===== src/rtl/usb_pkg.sv =====
// Shared USB protocol encodings for the RX/TX packet engines and the protocol controller.
package usb_pkg;

  localparam int unsigned MAX_PACKET = 64;

  typedef enum logic [2:0] {
    RX_PKT_NONE = 3'b000,
    RX_PKT_OUT  = 3'b001,
    RX_PKT_IN   = 3'b010,
    RX_PKT_DATA = 3'b011,
    RX_PKT_ACK  = 3'b100,
    RX_PKT_NAK  = 3'b101,
    RX_PKT_RSVD = 3'b110,
    RX_PKT_ERR  = 3'b111
  } rx_pkt_e;

  typedef enum logic [1:0] {
    TX_PKT_NONE = 2'b00,
    TX_PKT_DATA = 2'b01,
    TX_PKT_ACK  = 2'b10,
    TX_PKT_NAK  = 2'b11
  } tx_pkt_e;

endpackage


===== src/rtl/protocol_controller.sv =====
// USB full-speed bulk transaction sequencer: steers OUT/IN transactions, picks the
// handshake to send, reports status flags and flushes the shared buffer on errors.
//
// state         | meaning
// ST_IDLE       | waiting for an OUT or IN token
// ST_RX_WAIT    | OUT accepted, waiting for the DATA packet
// ST_SEND_ACK   | requesting ACK from TX until it starts sending
// ST_SEND_NAK   | requesting NAK from TX until it starts sending
// ST_TX_DATA    | requesting DATA from TX until it starts sending
// ST_TX_BUSY    | TX is sending; wait for it to go idle
// ST_TX_WAIT_HS | DATA sent, waiting for the host handshake
module protocol_controller
  import usb_pkg::*;
#(
  parameter int unsigned MAX_PACKET = usb_pkg::MAX_PACKET
) (
  input  logic       clk,
  input  logic       n_rst,
  input  logic [2:0] rx_packet,
  input  logic       buffer_reserved,
  input  logic [6:0] buffer_occupancy,
  input  logic       tx_status,
  output logic       rx_data_ready,
  output logic       rx_transfer_active,
  output logic       rx_error,
  output logic       tx_transfer_active,
  output logic       tx_error,
  output logic       d_mode,
  output logic [1:0] tx_packet,
  output logic       clear
);

  typedef enum logic [2:0] {
    ST_IDLE, ST_RX_WAIT, ST_SEND_ACK, ST_SEND_NAK, ST_TX_DATA, ST_TX_BUSY, ST_TX_WAIT_HS
  } state_e;

  localparam logic [6:0] LP_MAX_OCC = 7'(MAX_PACKET);

  state_e  r_state, w_state_nxt;
  tx_pkt_e r_tx_packet, w_tx_packet_nxt;
  tx_pkt_e r_last_tx, w_last_tx_nxt;
  logic    r_d_mode, w_d_mode_nxt;
  logic    r_clear, w_clear_nxt;
  logic    r_rx_ready, w_rx_ready_nxt;
  logic    r_rx_active, w_rx_active_nxt;
  logic    r_rx_error, w_rx_error_nxt;
  logic    r_tx_active, w_tx_active_nxt;
  logic    r_tx_error, w_tx_error_nxt;
  rx_pkt_e w_rx;
  logic    w_can_send;

  assign w_rx       = rx_pkt_e'(rx_packet);
  assign w_can_send = !buffer_reserved && (buffer_occupancy != 7'd0) &&
                      (buffer_occupancy <= LP_MAX_OCC);

  always_comb begin
    w_state_nxt     = r_state;
    w_tx_packet_nxt = r_tx_packet;
    w_last_tx_nxt   = r_last_tx;
    w_d_mode_nxt    = r_d_mode;
    w_clear_nxt     = 1'b0;
    w_rx_ready_nxt  = r_rx_ready && (buffer_occupancy != 7'd0);
    w_rx_active_nxt = r_rx_active;
    w_rx_error_nxt  = r_rx_error;
    w_tx_active_nxt = r_tx_active;
    w_tx_error_nxt  = r_tx_error;
    case (r_state)
      ST_IDLE: begin
        case (w_rx)
          RX_PKT_OUT: begin
            w_rx_ready_nxt = 1'b0;
            if (!buffer_reserved) begin
              w_state_nxt     = ST_RX_WAIT;
              w_rx_active_nxt = 1'b1;
              w_rx_error_nxt  = 1'b0;
              w_clear_nxt     = 1'b1;
            end else begin
              w_state_nxt     = ST_SEND_NAK;
              w_tx_packet_nxt = TX_PKT_NAK;
              w_d_mode_nxt    = 1'b1;
            end
          end
          RX_PKT_IN: begin
            w_d_mode_nxt = 1'b1;
            if (w_can_send) begin
              w_state_nxt     = ST_TX_DATA;
              w_tx_packet_nxt = TX_PKT_DATA;
              w_tx_active_nxt = 1'b1;
              w_tx_error_nxt  = 1'b0;
            end else begin
              w_state_nxt     = ST_SEND_NAK;
              w_tx_packet_nxt = TX_PKT_NAK;
            end
          end
          default: ;
        endcase
      end
      ST_RX_WAIT: begin
        case (w_rx)
          RX_PKT_DATA: begin
            w_state_nxt     = ST_SEND_ACK;
            w_tx_packet_nxt = TX_PKT_ACK;
            w_d_mode_nxt    = 1'b1;
          end
          RX_PKT_ERR, RX_PKT_OUT, RX_PKT_IN: begin
            w_state_nxt     = ST_IDLE;
            w_rx_error_nxt  = 1'b1;
            w_rx_active_nxt = 1'b0;
            w_clear_nxt     = 1'b1;
          end
          default: ;
        endcase
      end
      ST_SEND_ACK, ST_SEND_NAK, ST_TX_DATA: begin
        // Remember what went out so TX_BUSY knows where to return.
        if (tx_status) begin
          w_state_nxt     = ST_TX_BUSY;
          w_last_tx_nxt   = r_tx_packet;
          w_tx_packet_nxt = TX_PKT_NONE;
        end
      end
      ST_TX_BUSY: begin
        if (!tx_status) begin
          w_d_mode_nxt = 1'b0;
          if (r_last_tx == TX_PKT_DATA) begin
            w_state_nxt = ST_TX_WAIT_HS;
          end else begin
            w_state_nxt = ST_IDLE;
            if (r_last_tx == TX_PKT_ACK) begin
              w_rx_ready_nxt  = 1'b1;
              w_rx_active_nxt = 1'b0;
            end
          end
        end
      end
      ST_TX_WAIT_HS: begin
        case (w_rx)
          RX_PKT_NONE, RX_PKT_RSVD: ;
          RX_PKT_ACK: begin
            w_state_nxt     = ST_IDLE;
            w_tx_active_nxt = 1'b0;
            w_clear_nxt     = 1'b1;
          end
          default: begin
            w_state_nxt     = ST_IDLE;
            w_tx_active_nxt = 1'b0;
            w_tx_error_nxt  = 1'b1;
          end
        endcase
      end
      default: w_state_nxt = ST_IDLE;
    endcase
  end

  always_ff @(posedge clk or posedge n_rst) begin
    if (n_rst) begin
      r_state     <= ST_IDLE;
      r_tx_packet <= TX_PKT_NONE;
      r_last_tx   <= TX_PKT_NONE;
      r_d_mode    <= 1'b0;
      r_clear     <= 1'b0;
      r_rx_ready  <= 1'b0;
      r_rx_active <= 1'b0;
      r_rx_error  <= 1'b0;
      r_tx_active <= 1'b0;
      r_tx_error  <= 1'b0;
    end else begin
      r_state     <= w_state_nxt;
      r_tx_packet <= w_tx_packet_nxt;
      r_last_tx   <= w_last_tx_nxt;
      r_d_mode    <= w_d_mode_nxt;
      r_clear     <= w_clear_nxt;
      r_rx_ready  <= w_rx_ready_nxt;
      r_rx_active <= w_rx_active_nxt;
      r_rx_error  <= w_rx_error_nxt;
      r_tx_active <= w_tx_active_nxt;
      r_tx_error  <= w_tx_error_nxt;
    end
  end

  assign tx_packet          = r_tx_packet;
  assign d_mode             = r_d_mode;
  assign clear              = r_clear;
  assign rx_data_ready      = r_rx_ready;
  assign rx_transfer_active = r_rx_active;
  assign rx_error           = r_rx_error;
  assign tx_transfer_active = r_tx_active;
  assign tx_error           = r_tx_error;

endmodule


===== config.mk =====
export PLATFORM = sky130hd
export DESIGN_NAME = protocol_controller
export DESIGN_NICKNAME = d
export VERILOG_FILES = /design/src/rtl/usb_pkg.sv /design/src/rtl/protocol_controller.sv
export SDC_FILE = /design/constraint.sdc
export NUM_CORES = 1
export LEC_CHECK = 0
export BUFFER_PORTS_ARGS = -buffer_cell sky130_fd_sc_hd__buf_2
export CAP_MARGIN = 20
export CORE_MARGIN = 1.5
export CORE_UTILIZATION = 48
export DETAILED_ROUTE_END_ITERATION = 6
export GPL_ROUTABILITY_DRIVEN = 0
export GPL_TIMING_DRIVEN = 0
export PLACE_DENSITY_LB_ADDON = 0.1
export REMOVE_ABC_BUFFERS = 1
export SLEW_MARGIN = 20
export SYNTH_ARGS = -nofsm -noshare
export SYNTH_HDL_FRONTEND = slang
export SYNTH_SLANG_ARGS = --single-unit

===== constraint.sdc =====
create_clock -name clk -period 1.82 [get_ports clk]
set_clock_uncertainty 0.1 [all_clocks]
set_input_delay 0.546 -clock clk [delete_from_list [all_inputs] [get_ports clk]]
set_output_delay 0.546 -clock clk [all_outputs]
set_load 0.02 [all_outputs]

Word level (Yosys, flattened, before mapping) --
Cells that the tools add are included.
Cells by class: order comparisons 1, reduce and logical (&&, ||, !) cells 23, eq/ne operators 29, muxes and demuxes 49
Operator list (number):
- 1-bit 2-to-1 mux | 26
- 2-bit != test, second input constant | 11
- 3-bit equality test, second input constant | 6
- 3-bit 2-to-1 mux | 5
- 3-bit one-hot mux with 5 select lines | 1
- 5-bit AND reduction | 3
- 3-bit by 2-bit equality test with 1-bit output, second input constant | 4
- 3-bit one-hot mux with 2 select lines | 2
- 4-bit AND reduction | 3
- 2-bit 2-to-1 mux | 5
- 1-bit one-hot mux with 2 select lines | 5
- 1-bit one-hot mux with 3 select lines | 3
- 3-bit OR reduction | 3
- 7-bit <= comparator, second input constant | 1
- 7-bit AND reduction | 1
- 7-bit nonzero test | 1
- 3-bit by 1-bit equality test with 1-bit output, second input constant | 2
- 3-bit logical NOT | 2
- 3-bit != test, second input constant | 2
- 2-bit one-hot mux with 3 select lines | 1
- 3-bit nonzero test | 2
- 2-bit one-hot mux with 2 select lines | 1
- 2-bit nonzero test | 2
- 1-bit logical AND | 3
- 7 further kinds | 7
Storage, ports and cells: output and inout port bits 9, logic and storage cells 112, input bits 14, register bits 14

Logic depth before layout (Yosys ltp) --
depth after elaboration 6, gate-level depth with buffers 6, gate-level depth less buffers 4

Least setup slack after synthesis --
No wires, ideal clock.
path kind input -> register, from input port buffer_occupancy[1], to register r_state[2], arrival time 1786 ps, stages on the path 4, slack -192 ps, buffers on the path 0, path through or4_4 > o41ai_4 > nor2_2 > a221o_1
Between the ends: word-level cells in the longest chain between the ends 6
Ends and longest elaborated chain:
- from (decl) | RTL line protocol_controller.sv:21 | input logic [6:0] buffer_occupancy,
- parallel branches: the longest is 2 deep, another holds 7-bit <= comparator
- 1-bit logical AND * | RTL line protocol_controller.sv:53 | assign w_can_send = !buffer_reserved && (buffer_occupancy != 7'd0) &&
- 3-bit 2-to-1 mux * | RTL line protocol_controller.sv:85 | if (w_can_send) begin
- 3-bit one-hot mux with 2 select lines * | RTL line protocol_controller.sv:69 | case (w_rx)
- 3-bit one-hot mux with 5 select lines * | RTL line protocol_controller.sv:67 | case (r_state)
- to (signal assigned) | RTL line protocol_controller.sv:168 | r_state <= w_state_nxt;
- to (decl) | RTL line protocol_controller.sv:39 | state_e r_state, w_state_nxt;
Mark *: on every way between the ends. A chain may end at the register's enable or synchronous reset.

Worst setup path in the final report --
from input port buffer_occupancy[1], to register r_state[1]
The elaborated chain is that of the path after synthesis.

==> results_dict.tcl <==
set metrics [dict create \
    reg2reg_depth 3 \
    utilization 0.646 \
    core_um2 2210 \
    yosys_warnings 0 \
    finalCritPeriodShare 1.05 \
    clock_latency_ns 0.28 \
    postCtsHoldBufs 0 \
    avgRoutedWirePerCell_um 16.5 \
    arrival_ns 1.95 \
    largest_reg_flops 3 \
    path_class "primary input to flop" \
    use_met3 0.0673 \
    cts.sinks 14 \
    max_freq_ghz 0.523 \
    hold_viol_final 0 \
    cts_root_buf "clkbuf_4" \
    avgSynthCellArea_um2 9.07 \
    tns_ns -0.360 \
    wirelength_mm 3.05 \
    grtUsageMet1 0.323 \
    die_w_um 51.2 \
    die-area_um2 2620 \
    via_per_inst 6.18 \
    grt_max_degree 20 \
    violations "negative setup slack" \
    start_util 0.505 \
    fin_area_um2 1430 \
    total_power_mw 2.26 \
    period_needed_ns 1.91 \
    synth.top_cell.area_share 0.314 \
    setup_viol 7 \
    rows 17 \
    p_leak_nw 0.627 \
    synthToLayoutAreaGrowth_pct 28.1 \
    slew_headroom 0.657 \
    busiest_layer "met2" \
    rsz0062_at_grt "true" \
    largest-register "r_state" \
    drtAntennaViolNets 0 \
    h-tree-depth 1 \
    vias 1143 \
    overflow 0 \
    vdd_drop_max_mv 1.33 \
    place_area_um2 1200 \
    drive_above_1_share 0.408 \
    cts_buffers 3 \
    powerDensity_nw_per_um2 1580 \
    maxCapViolations 0 \
    slew_viol_final 0 \
    grt_pass1_wl_mm 4.65 \
    cp_max_fo 6 \
    async_reset_ff_frac 1.00 \
    grt_util_all_layers 0.239 \
    clock_path_buffers 2 \
    antenna_found_initial 0 \
    io_pins 23 \
    status "complete, but fails checks" \
    cts.clk_slew.worst_paths_ns 0.08 \
    portBuffers 22 \
    synth.cell_area_um2 1120 \
    layout_common_cells "buf_2, buf_4, dfrtp_1, a21oi_1, nor3_1" \
    ys_ff_latch 14 \
    num-nets-final 172 \
    hpwlAfterDp_mm 1.91 \
    drc 0 \
    yosys.area.top_type "dfrtp_1" \
    yosysUniqueCellTypes 60 \
    first_global_vias 977 \
    use_met2 0.374 \
    whs_ns 0.181 \
    dr.pass1.iters 4 \
    cp.required_ns 1.86 \
    ys.flop_type "dfrtp_1" \
    synth_area_leaders "dfrtp_1, a21oi_1, nor3_1" \
    final_common_cell "buf_2" \
    syn-instance-count 123 \
    synth_seq_area_share 0.314 \
    final.setup.worst_slack_ns -0.0936 \
    hold_path.class "primary input to async pin" \
    critPathCaptureType "flop" \
    drtIter0Drc 42 \
    diodes 0 \
    worst_slew_pin_slew_ns 0.514 \
    cp-start-kind "primary input" \
    cts_tree "yes" \
    die_h_um 51.2 \
    synth_enable_flop_cells 0 \
]
power breakdown:
part | total (mW) | internal [mW] | switching, mW
sequential | 0.629 | 0.463 | 0.166
combinational | 1.41 | 0.674 | 0.737
clock | 0.221 | 0.122 | 0.0992
layer usage:
layer  vias up  part of all wire
met5         -                 0
met4         0             0.011
met3         6             0.055
met2        37              0.49
met1       559              0.44
li1        541                 -
worst max-delay path, stage by stage:
cell     delay, ns
buf_6         0.09
or4_4         0.56
o31a_1        0.35
o31ai_1       0.27
a32oi_1       0.14
worst paths after layout:
path,start,endpoint,slack (ns)
setup / recovery,buffer_occupancy[1],r_state[1]$_DFFE_PP0P_,-0.09
hold / removal,n_rst,rx_error$_DFFE_PP0P_,0.18
setup reg to reg,r_state[2]$_DFFE_PP0P_,r_state[2]$_DFFE_PP0P_,-0.07
hold reg to reg,tx_transfer_active$_DFFE_PP0P_,tx_transfer_active$_DFFE_PP0P_,0.41
max in group asynchronous,n_rst,r_state[2]$_DFFE_PP0P_,1.05
min in group clk,tx_transfer_active$_DFFE_PP0P_,tx_transfer_active$_DFFE_PP0P_,0.41
through the flow:
stage	instances	worst slack (ns)
2_1_floorplan	114	-0.192
3_3_place_gp	164	-0.398
3_5_place_dp	164	-0.418
4_1_cts	174	-0.0960
5_1_grt	185	-0.135
6_report	185	-0.0936
what timing repair did:
item | in CTS | in global routing
setup buffers | 6 | 11
resized for setup | 6 | 12
setup endpoints to repair | 10 | 7
pin swaps | 6 | 3
endpoints found under the hold margin | 0 | 0
cells by family after synthesis:
logic type | Yosys count | share of synthesized area
multiplexers | 1 | 0.0101
XOR/XNOR | 3 | 0.0235
AO/OA/AOI/OAI | 44 | 0.326
buffers and inverters | 16 | 0.0740
flip-flops | 14 | 0.314
AND/OR/NAND/NOR | 45 | 0.252
cells in the mapped netlist (2+ instances only):
master,instances
nand2_1,4
a211oi_1,2
dfrtp_1,14
nor2_1,5
a21oi_1,8
buf_6,2
buf_2,3
nor3_1,7
nor3b_1,2
o21ai_0,5
o41ai_2,2
nand3b_1,2
a22o_1,2
o31a_1,2
a311oi_1,2
a21boi_0,2
or2_2,2
nor4_1,2
xnor2_1,2
nand2b_1,5
clkbuf_1,2
inv_1,6
nor2b_1,3
cell type report:
cell class / instances / area, um2
Fill cell: 185 / 782
Tap cell: 28 / 35.0
Timing Repair Buffer: 39 / 250
Clock buffer: 4 / 36.3
Sequential cell: 14 / 357
Multi-Input combinational cell: 93 / 721
Inverter: 7 / 31.3
No activity file was read; power rests on OpenSTA's default activity.
